===== src/rtl/toggle_event_decoder_pkg.sv =====
// Shared constants and helpers for the toggle event decoder.
// Event indices follow the physical order of the tog_in lines.
package toggle_event_decoder_pkg;

    localparam int NUM_EVT      = 6;
    localparam int EVT_RESET    = 0;
    localparam int EVT_TEST     = 1;
    localparam int EVT_ENERGIA  = 2;
    localparam int EVT_MEDICINA = 3;
    localparam int EVT_FOT      = 4;
    localparam int EVT_ULT      = 5;

    typedef enum logic {
        ST_IDLE    = 1'b0,
        ST_PRESENT = 1'b1
    } out_state_e;

    // Lowest set index wins; bit 0 has the highest priority.
    function automatic logic [2:0] lowest_set(input logic [NUM_EVT-1:0] v);
        lowest_set = 3'd0;
        for (int i = NUM_EVT - 1; i >= 0; i--) begin
            if (v[i]) lowest_set = 3'(i);
        end
    endfunction

endpackage


===== src/rtl/toggle_event_decoder_sync.sv =====
// Per-line synchronizer plus change detector; emits a registered
// single-cycle detect pulse on either polarity of a level change.
module toggle_sync #(
    parameter int SYNC_STAGES = 2
) (
    input  logic clk,
    input  logic reset_tmp,
    input  logic tog_in,
    output logic detect
);

    logic [SYNC_STAGES-1:0] sync_q, sync_d;
    logic                   prev_q, prev_d;
    logic                   det_q, det_d;

    always_comb begin
        sync_d = {sync_q[SYNC_STAGES-2:0], tog_in};
        prev_d = sync_q[SYNC_STAGES-1];
        det_d  = sync_q[SYNC_STAGES-1] ^ prev_q;
    end

    always_ff @(posedge clk or negedge reset_tmp) begin
        if (!reset_tmp) begin
            sync_q <= '0;
            prev_q <= 1'b0;
            det_q  <= 1'b0;
        end else begin
            sync_q <= sync_d;
            prev_q <= prev_d;
            det_q  <= det_d;
        end
    end

    assign detect = det_q;

endmodule


===== src/rtl/toggle_event_decoder.sv =====
// Toggle event decoder: per-line detection feeds pending/overrun flags
// and a one-deep valid/ready output stage with fixed priority.
module toggle_event_decoder #(
    parameter int SYNC_STAGES = 2,
    parameter int NUM_EVT     = 6
) (
    input  logic               clk,
    input  logic               reset_tmp,
    input  logic [NUM_EVT-1:0] tog_in,
    input  logic               evt_ready,
    input  logic               clear_overrun,
    output logic               evt_valid,
    output logic [2:0]         evt_code,
    output logic [NUM_EVT-1:0] pending,
    output logic [NUM_EVT-1:0] overrun
);
    import toggle_event_decoder_pkg::*;

    logic [NUM_EVT-1:0] det;
    logic [NUM_EVT-1:0] pending_q, pending_d;
    logic [NUM_EVT-1:0] overrun_q, overrun_d;
    logic [NUM_EVT-1:0] take;
    logic [2:0]         code_q, code_d;
    out_state_e         state_q, state_d;

    for (genvar g = 0; g < NUM_EVT; g++) begin : g_sync
        toggle_sync #(.SYNC_STAGES(SYNC_STAGES)) u_sync (
            .clk       (clk),
            .reset_tmp (reset_tmp),
            .tog_in    (tog_in[g]),
            .detect    (det[g])
        );
    end

    always_comb begin
        state_d = state_q;
        code_d  = code_q;
        take    = '0;
        case (state_q)
            ST_IDLE: begin
                if (|pending_q) begin
                    state_d = ST_PRESENT;
                    code_d  = lowest_set(pending_q);
                    take    = {{(NUM_EVT-1){1'b0}}, 1'b1} << code_d;
                end
            end
            ST_PRESENT: begin
                if (evt_ready) begin
                    if (|pending_q) begin
                        code_d = lowest_set(pending_q);
                        take   = {{(NUM_EVT-1){1'b0}}, 1'b1} << code_d;
                    end else begin
                        state_d = ST_IDLE;
                    end
                end
            end
            default: state_d = ST_IDLE;
        endcase
        // A detect on a bit being loaded this edge re-arms it without loss.
        pending_d = (pending_q & ~take) | det;
        overrun_d = (clear_overrun ? '0 : overrun_q) | (det & pending_q & ~take);
    end

    always_ff @(posedge clk or negedge reset_tmp) begin
        if (!reset_tmp) begin
            state_q   <= ST_IDLE;
            code_q    <= 3'd0;
            pending_q <= '0;
            overrun_q <= '0;
        end else begin
            state_q   <= state_d;
            code_q    <= code_d;
            pending_q <= pending_d;
            overrun_q <= overrun_d;
        end
    end

    assign evt_valid = (state_q == ST_PRESENT);
    assign evt_code  = code_q;
    assign pending   = pending_q;
    assign overrun   = overrun_q;

endmodule


===== config.mk =====
export PLATFORM = sky130hd
export DESIGN_NAME = toggle_event_decoder
export DESIGN_NICKNAME = d
export VERILOG_FILES = /design/src/rtl/toggle_event_decoder_pkg.sv /design/src/rtl/toggle_event_decoder_sync.sv /design/src/rtl/toggle_event_decoder.sv
export SDC_FILE = /design/constraint.sdc
export NUM_CORES = 1
export LEC_CHECK = 0
export BUFFER_PORTS_ARGS = -buffer_cell sky130_fd_sc_hd__buf_2
export CORE_UTILIZATION = 56
export DETAILED_ROUTE_END_ITERATION = 10
export HOLD_SLACK_MARGIN = 0.05
export PLACE_DENSITY = 0.8
export SKIP_CTS_REPAIR_TIMING = 1
export SYNTH_ARGS = -nofsm -noshare
export SYNTH_HDL_FRONTEND = slang
export SYNTH_SLANG_ARGS = --single-unit

===== constraint.sdc =====
create_clock -name clk -period 2.4 [get_ports clk]
set_input_delay 0.24 -clock clk [delete_from_list [all_inputs] [get_ports clk]]
set_output_delay 0.24 -clock clk [all_outputs]
set_load 0.01 [all_outputs]

==> PnR_summary.wiki, run 1 <==
{| class="wikitable"
! Metric !! Value
|-
| Type of destination of the critical path || flip-flop
|-
| Number of global-route vias before repair || 723
|-
| Residual DRC count || 0
|-
| Width of the die || 50.41 um
|-
| Clock tree from TritonCTS || built
|-
| Skew final || 0.006736 ns
|-
| Insertion delay of the later-clocked pin in the worst-skew pair || 0.33 ns
|-
| Depth of the worst register-to-register path || 3
|-
| Fraction of synthesized cell area taken by the top area cell type || 76.26%
|-
| Ratio of cells with drive above 1 in the final layout || 30.08%
|-
| Switching power || 0.2830 mW
|-
| Combinational cell fraction of total power || 7.8%
|-
| Final Slew Violations || 0
|-
| Final Non-Filler Cells || 151
|-
| Routed Antenna Nets || 0
|-
| Number of top-level pins || 26
|-
| DR top layer || met4
|-
| Clock Sink Count || 40
|-
| Path type of the worst min-delay path || in -> reg
|-
| Max transition margin || 44.15%
|-
| Status || finished clean
|-
| Crit Reg-Reg Endpoint || overrun[5]
|-
| Final weighted congestion of routability-driven global placement || 0.7571
|-
| Worst Hold Endpoint || overrun[3]
|-
| Drt initial violations || 13
|-
| Count of unique library cells instantiated by Yosys || 24
|-
| Via count || 770
|-
| Post-Layout Inst Area || 1634 um2
|-
| Clock network fraction of total power || 35.8%
|-
| Pwr/cell area || 815.3 nW/um2
|-
| Average vias per placed instance || 5.099
|-
| Die Span Y || 50.41 um
|-
| Worst slack after detailed placement || 0.8145 ns
|-
| Actual slew at the worst max-slew pin || 0.8377 ns
|-
| Hold path startpoint || clear_overrun
|-
| Instance area at placement || 1469 um2
|-
| Final-stage net count || 132
|-
| Critical Path RT || 2.63 ns
|-
| Overall routed net length || 1954 um
|-
| Total number of placement rows || 17
|-
| Hold Path Cell Cnt || 3
|-
| Slowest stage cell, crit path || sky130_fd_sc_hd__dfrtp_1
|-
| Setup WS post-layout || 0.7974 ns
|-
| Highest attainable clock frequency || 624.0 MHz
|-
| Worst supply voltage drop on vdd || 0.7571 mV
|-
| CTS HTree Levels || 2
|-
| Reg clk slew, reported paths || 0.11 ns
|-
| Average cell area after synthesis || 15.63 um2
|-
| Number of buffers added by the clock tree synthesis step || 5
|-
| Worst reg-to-reg setup slack || 0.80 ns
|-
| Yosys Warn Count || 0
|-
| Global-route wire length before repair || 3105 um
|-
| GRT Overall Usage || 17.83%
|-
| Leakage Power || 0.7296 nW
|-
| Critical path's largest stage delay || 0.48 ns
|-
| Launching point of the worst reg2reg path || pending[0]
|-
| Length of the first detailed-routing pass in iterations || 4
|-
| Setup violators final || 0
|-
| Max clock buf depth || 2
|-
| Synth top area cells || sky130_fd_sc_hd__dfrtp_1, sky130_fd_sc_hd__xor2_1, sky130_fd_sc_hd__a32o_1
|-
| Initial antenna violation count || 0
|-
| Startpoint type of the worst setup path || flip-flop
|-
| Area growth from synthesis to final layout || 24.50%
|-
| Count of buffers from port buffering || 25
|-
| Cell count after placement || 136
|-
| Cells along the critical path || nor4_2 > or3b_1 > a32o_1
|-
| #FFs+latches synth || 40
|-
| Largest net degree at the start of global routing || 41
|-
| Setup repair after global routing missed its margin || no
|-
| Min Tclk post-route || 1.603 ns
|-
| Wire length per cell after detailed routing || 12.94 um
|-
| Total Die Area || 2541 um2
|-
| CTS root buf || sky130_fd_sc_hd__clkbuf_4
|-
| N_diodes || 0
|-
| Std-Cell Core Area || 2212 um2
|-
| Cell taking the most area after synthesis || sky130_fd_sc_hd__dfrtp_1
|-
| Switching power as a share of total power || 21.24%
|-
| Remaining Overflow, GRT || 0
|-
| Max-Cap Viols || 0
|-
| Sum of negative setup slack || 0 ns
|-
| Detail Route met3 WL || 122 um
|-
| Area of the mapped netlist || 1313 um2
|-
| Power share of the sequential group || 56.5%
|-
| Mapped Cells || 84
|-
| Arrival time at the worst endpoint || 1.83 ns
|-
| Class of the most critical setup path || reg -> reg
|-
| Cell Int Power || 1.049 mW
|-
| Sequential share of the synthesized area || 76.26%
|-
| Maximum fanout along the worst path || 8
|-
| Detailed-routed wire length on met2 || 986 um
|-
| Final worst path period share || 66.77%
|-
| Final HPWL DP || 1271 um
|-
| Final number of hold-violating endpoints || 0
|-
| WL met1 || 821 um
|-
| Number of nets in the synthesized netlist || 94
|-
| Starting utilization of the core area || 59.33%
|}
## stage by stage
step	util [%]	power [mW]	hold slack, ns
after global routing	73.87	1.391	0.2609
after CTS	70.70	1.346	-0.02145
after detailed placement	66.40	0.8631	0.3347
final	73.87	1.332	0.2754
after global placement	66.40	0.8574	0.3325
after floorplan	-	0.8087	-0.05559
## registers in the layout (all words and copies together) (netlist names)
register / flops
evt_valid: 1
overrun: 6
g_sync.u_sync.detect: 6
pending: 6
evt_code: 3
g_sync.u_sync.sync_q: 12
g_sync.u_sync.prev_q: 6
## metal layers
metal  GRT usage (%)  up-vias
met1           20.86      368
met3           8.485        2
met4           10.19        0
met5               0        -
met2           26.89       30
li1                -      370
## cell usage in the layout (no fill, tap or decap), types with 2 or more instances in the layout
master	count
sky130_fd_sc_hd__a21o_2	2
sky130_fd_sc_hd__inv_1	3
sky130_fd_sc_hd__nand2_1	2
sky130_fd_sc_hd__dfrtp_1	40
sky130_fd_sc_hd__nor3_1	2
sky130_fd_sc_hd__clkbuf_4	5
sky130_fd_sc_hd__o2bb2ai_1	3
sky130_fd_sc_hd__a21o_1	2
sky130_fd_sc_hd__nand2b_1	2
sky130_fd_sc_hd__nor2b_1	2
sky130_fd_sc_hd__xor2_1	6
sky130_fd_sc_hd__dlygate4sd3_1	7
sky130_fd_sc_hd__a32o_1	4
sky130_fd_sc_hd__clkbuf_8	2
sky130_fd_sc_hd__nor2_1	4
sky130_fd_sc_hd__buf_2	25
## worst max-delay path: cells and delay by family (launching register included)
kind	cells	cell delay, ns
AO/OA/AOI/OAI	1	0.26
flip-flops	1	0.48
AND/OR/NAND/NOR	2	0.75
## area by class of cell
class                           count  area (um2)
Clock buffer                        7       65.06
Clock inverter                      1       30.03
Fill cell                         154       578.1
Inverter                            3       11.26
Multi-Input combinational cell     40       296.5
Sequential cell                    40        1001
Tap cell                           28       35.03
Timing Repair Buffer               32       195.2
## worst max path at each step
stage,to,cells after the start,start
floorplan,overrun[5],3,pending[0]
global placement,overrun[5],3,pending[0]
detailed placement,overrun[5],3,pending[0]
CTS,overrun[5],3,pending[0]
global route,overrun[5],3,pending[0]
finish,overrun[5],3,pending[0]
## cell usage after synthesis (all sizes together)
library cell,number
dfrtp,40
xor2,6
a21o,4
a32o,4
nor2,4
inv,3
o2bb2ai,3
nand2,2
nand2b,2
nor2b,2
nor3,2
nor4,2
o22a,2
a21oi,1
a22o,1
clkbuf,1
nor3b,1
o21ai,1
o21bai,1
or2b,1
or3b,1
## power by group through the flow
stage               clock (mW)  sequential [mW]  combinational, mW
floorplan                    0            0.773             0.0359
global placement             0            0.763             0.0940
detailed placement           0            0.767             0.0965
CTS                      0.496            0.753             0.0972
global route             0.518            0.758              0.114
finish                   0.476            0.753              0.103
## cell families (layout without fill, tap and decap cells)
family	after synthesis	after routing	share of synthesized area, %
and+or+nand+nor	17	17	7.627
AOI/OAI and AO/OA	17	17	10.96
buffers and inverters	4	43	1.144
DFF	40	40	76.26
xor gates and xnor gates	6	6	4.004
No activity file was read; power rests on OpenSTA's default activity.
==> run 2: changes to the inputs <==
--- a/config.mk
+++ b/config.mk
@@ -5,11 +5,12 @@
 export SDC_FILE = /design/constraint.sdc
 export NUM_CORES = 1
 export LEC_CHECK = 0
+export ABC_AREA = 1
 export BUFFER_PORTS_ARGS = -buffer_cell sky130_fd_sc_hd__buf_2
-export CORE_UTILIZATION = 56
+export CORE_UTILIZATION = 47
 export DETAILED_ROUTE_END_ITERATION = 10
 export HOLD_SLACK_MARGIN = 0.05
-export PLACE_DENSITY = 0.8
+export PLACE_DENSITY = 0.71
 export SKIP_CTS_REPAIR_TIMING = 1
 export SYNTH_ARGS = -nofsm -noshare
 export SYNTH_HDL_FRONTEND = slang
==> constraint.sdc (replaced) <==
create_clock -name clk -period 1.4 [get_ports clk]
set_input_delay 0.14 -clock clk [delete_from_list [all_inputs] [get_ports clk]]
set_output_delay 0.14 -clock clk [all_outputs]
set_load 0.01 [all_outputs]
==> run 2 against run 1 <==
Against the previous run:
- final area up 2.1%
- flip-flop and latch count did not move
- power increased by 55%
- first-iteration DRC count is 7.7% higher
- fmax increased by 41%
- critical path depth grew 3
- register-to-register slack worse by 0.54 ns
- clock power increased by 23%
- largest cell class unchanged
==> PnR_summary.wiki, run 2 <==
{| class="wikitable"
! Metric !! Value
|-
| Status || finished clean
|-
| Commonest cells after routing, fill and taps aside || sky130_fd_sc_hd__dfrtp_1, sky130_fd_sc_hd__nand2_1, sky130_fd_sc_hd__buf_2
|-
| Cell Int Power || 1.561 mW (+49%)
|-
| Insertion delay of the later-clocked pin in the worst-skew pair || 0.34 ns (about the same)
|-
| Starting utilization of the core area || 49.52% (-9.8 points)
|-
| Hold path startpoint || clear_overrun
|-
| Worst supply voltage drop on vdd || 0.9310 mV (+23%)
|-
| Switching power as a share of total power || 24.41% (+3.2 points)
|-
| Wire length per cell after detailed routing || 11.56 um (-11%)
|-
| Pwr/cell area || 1237 nW/um2 (+52%)
|-
| Max clock buf depth || 2 (unchanged)
|-
| Skew final || 0.007276 ns (+0.0005404 ns)
|-
| Final weighted congestion of routability-driven global placement || 0.8150 (+7.6%)
|-
| Switching power || 0.5042 mW (+78%)
|-
| Cells along the critical path || nor2_2 > nand3_2 > nor2_4 > nand2_1 > nand2_1 > nand2_1
|-
| Launching point of the worst reg2reg path || pending[3]
|-
| Critical Path Most Common Cell || sky130_fd_sc_hd__nand2_1
|-
| Std-Cell Core Area || 2734 um2 (+24%)
|-
| Highest attainable clock frequency || 877.8 MHz (+41%)
|-
| Setup WS post-layout || 0.2608 ns (-0.5366 ns)
|-
| Cell count after placement || 168 (+24%)
|-
| Final Non-Filler Cells || 183 (+21%)
|-
| Final worst path period share || 81.37% (+15 points)
|-
| Reg clk slew, reported paths || 0.11 ns (about the same)
|-
| Final number of hold-violating endpoints || 0 (unchanged)
|-
| Min Tclk post-route || 1.139 ns (-0.4634 ns)
|-
| EDFF count, synth || 0 (unchanged)
|-
| Setup repair after global routing missed its margin || no
|-
| Average vias per placed instance || 4.661 (-8.6%)
|-
| Residual DRC count || 0 (unchanged)
|-
| Most used DFF post-synth || sky130_fd_sc_hd__dfrtp_1
|-
| Cell taking the most area after synthesis || sky130_fd_sc_hd__dfrtp_1
|-
| CTS HTree Levels || 2 (unchanged)
|-
| Arrival time at the worst endpoint || 1.38 ns (-0.45 ns)
|-
| Maximum fanout along the worst path || 4 (-4)
|-
| Most used standard cells in the synthesized netlist || sky130_fd_sc_hd__dfrtp_1, sky130_fd_sc_hd__nand2_1, sky130_fd_sc_hd__inv_1
|-
| Leading cell type by number of instances after synthesis || sky130_fd_sc_hd__dfrtp_1
|-
| Sum of negative setup slack || 0 ns (unchanged)
|-
| Area growth from synthesis to final layout || 23.29%
|-
| Global-route wire length before repair || 3850 um (+24%)
|-
| GRT Overall Usage || 16.84% (-0.99 points)
|-
| Remaining Overflow, GRT || 0 (unchanged)
|-
| Critical Path RT || 1.64 ns (-0.99 ns)
|-
| Commonest non-fill, non-tap cell in the layout || sky130_fd_sc_hd__dfrtp_1
|-
| Worst slack after detailed placement || 0.2553 ns (-0.5592 ns)
|-
| Synth top area cells || sky130_fd_sc_hd__dfrtp_1, sky130_fd_sc_hd__nand2_1, sky130_fd_sc_hd__inv_1
|-
| Power share of the sequential group || 61.9% (+5.4 points)
|-
| Overall routed net length || 2115 um (+8.2%)
|-
| Number of nets in the synthesized netlist || 121 (+29%)
|-
| Width of the die || 55.67 um (+10%)
|-
| Clock network fraction of total power || 28.4% (-7.4 points)
|-
| CTS root buf || sky130_fd_sc_hd__clkbuf_4
|-
| Die Span Y || 55.67 um (+10%)
|-
| Average cell area after synthesis || 12.20 um2 (-22%)
|-
| Number of top-level pins || 26 (unchanged)
|-
| Ratio of cells with drive above 1 in the final layout || 27.63% (-2.4 points)
|-
| Largest net degree at the start of global routing || 23 (-44%)
|-
| Count of unique library cells instantiated by Yosys || 16 (-33%)
|-
| Class of the most critical setup path || reg -> reg
|-
| Startpoint type of the worst setup path || flip-flop
|-
| Final-stage net count || 161 (+22%)
|-
| Total number of placement rows || 19 (+2)
|-
| Routed Antenna Nets || 0 (unchanged)
|-
| Fraction of synthesized cell area taken by the top area cell type || 73.94% (-2.3 points)
|-
| Drt initial violations || 14 (+1)
|-
| Final HPWL DP || 1521 um (+20%)
|-
| Type of destination of the critical path || flip-flop
|-
| N_diodes || 0 (unchanged)
|-
| Max-Cap Viols || 0 (unchanged)
|-
| Path type of the worst min-delay path || in -> reg
|-
| Area of the mapped netlist || 1354 um2 (+3.1%)
|-
| Sequential share of the synthesized area || 73.94% (-2.3 points)
|-
| Leakage Power || 0.8540 nW (+17%)
|-
| Combinational cell fraction of total power || 9.7% (+1.9 points)
|-
| Share of flip-flops with an asynchronous set or reset after synthesis || 100.0% (unchanged)
|-
| Number of global-route vias before repair || 844 (+17%)
|-
| Via count || 853 (+11%)
|-
| Initial antenna violation count || 0 (unchanged)
|-
| Critical path's largest stage delay || 0.44 ns (-0.04 ns)
|-
| Slowest stage cell, crit path || sky130_fd_sc_hd__dfrtp_1
|-
| Register bank with the most flops || g_sync.u_sync.sync_q
|-
| Flip-flop count of the largest register after layout || 12 (unchanged)
|-
| Setup violators final || 0 (unchanged)
|-
| Total Die Area || 3099 um2 (+22%)
|-
| Number of buffers added by the clock tree synthesis step || 5 (unchanged)
|-
| Launching element of the worst setup path || pending[3]
|-
| Count of buffers from port buffering || 25 (unchanged)
|-
| Mapped Cells || 111 (+32%)
|-
| Length of the first detailed-routing pass in iterations || 4 (unchanged)
|-
| Final Slew Violations || 0 (unchanged)
|-
| Clock tree from TritonCTS || built
|-
| Yosys Warn Count || 0 (unchanged)
|-
| #FFs+latches synth || 40 (unchanged)
|-
| Clock Sink Count || 40 (unchanged)
|-
| Max transition margin || 71.36% (+27 points)
|-
| Actual slew at the worst max-slew pin || 0.4296 ns (-0.4081 ns)
|}
==> run 2: cell count changes in the layout (fill, tap and decap cells not counted), moves of 3 or more <==
cell / previous run / this run
sky130_fd_sc_hd__inv_1: 3 / 15
sky130_fd_sc_hd__o21ai_1: 0 / 7
sky130_fd_sc_hd__a32o_1: 4 / 1
sky130_fd_sc_hd__nand2_1: 2 / 29
sky130_fd_sc_hd__o2bb2ai_1: 3 / 0
sky130_fd_sc_hd__nor2_1: 4 / 0
==> run 2: cells by family after synthesis <==
logic type	share of synthesized area, %
flip-flops	73.94
AND/OR/NAND/NOR	13.49
buffers and inverters	4.436
AO/OA/AOI/OAI	4.251
XOR/XNOR	3.882
==> run 2: power by group through the flow <==
stage	clock network, mW	registers [mW]	logic [mW]
floorplan	0	1.31	0.0743
global placement	0	1.30	0.180
detailed placement	0	1.30	0.190
CTS	0.606	1.28	0.190
global route	0.679	1.29	0.227
finish	0.586	1.28	0.200
==> run 2: critical path: cells and delay by family, from the launching register on <==
family | cells | cell delay [ns]
and+or+nand+nor | 6 | 0.60
DFF | 1 | 0.44
==> run 2: cell type report <==
class                   instances  area [um2]
fillers                       231        1065
well taps                      31       38.79
multi-input cells              55       292.8
flip-flops and latches         40        1001
inverters                      16       60.06
clock inverters                 2       10.01
clock buffers                   6       51.30
repair buffers                 33       215.2
==> run 2: routing by layer <==
layer | global-route usage [%] | routed length (um) | share of wire (%) | vias up
met4 | 6.429 | 41 | 1.9 | 0
met5 | 0 | 0 | 0 | -
met1 | 20.03 | 905 | 43 | 404
li1 | - | - | - | 418
met2 | 26.85 | 1035 | 49 | 25
met3 | 7.674 | 133 | 6.3 | 6
==> run 2: worst paths after layout <==
kind / cells past startpoint / slack (ns) / end
min in group asynchronous: 2 / 0.26 / overrun[1]
worst max-delay path: 6 / 0.26 / overrun[4]
worst min register to register: 0 / 0.36 / g_sync[5].u_sync.sync_q[1]
worst max register to register: 6 / 0.26 / overrun[4]
worst min-delay path: 4 / 0.14 / overrun[4]
max in group asynchronous: 3 / 0.69 / g_sync[0].u_sync.prev_q
==> run 2: per-stage QoR <==
step	utilization, %	instance area [um2]	hold slack, ns	total power, mW
global placement	56.25	1538	0.09372	1.479
CTS	58.49	1599	-0.2728	2.076
finish	61.05	1669	0.1391	2.065
global route	61.05	1669	0.1512	2.199
detailed placement	56.25	1538	0.1065	1.493
floorplan	-	1354	-0.1556	1.389
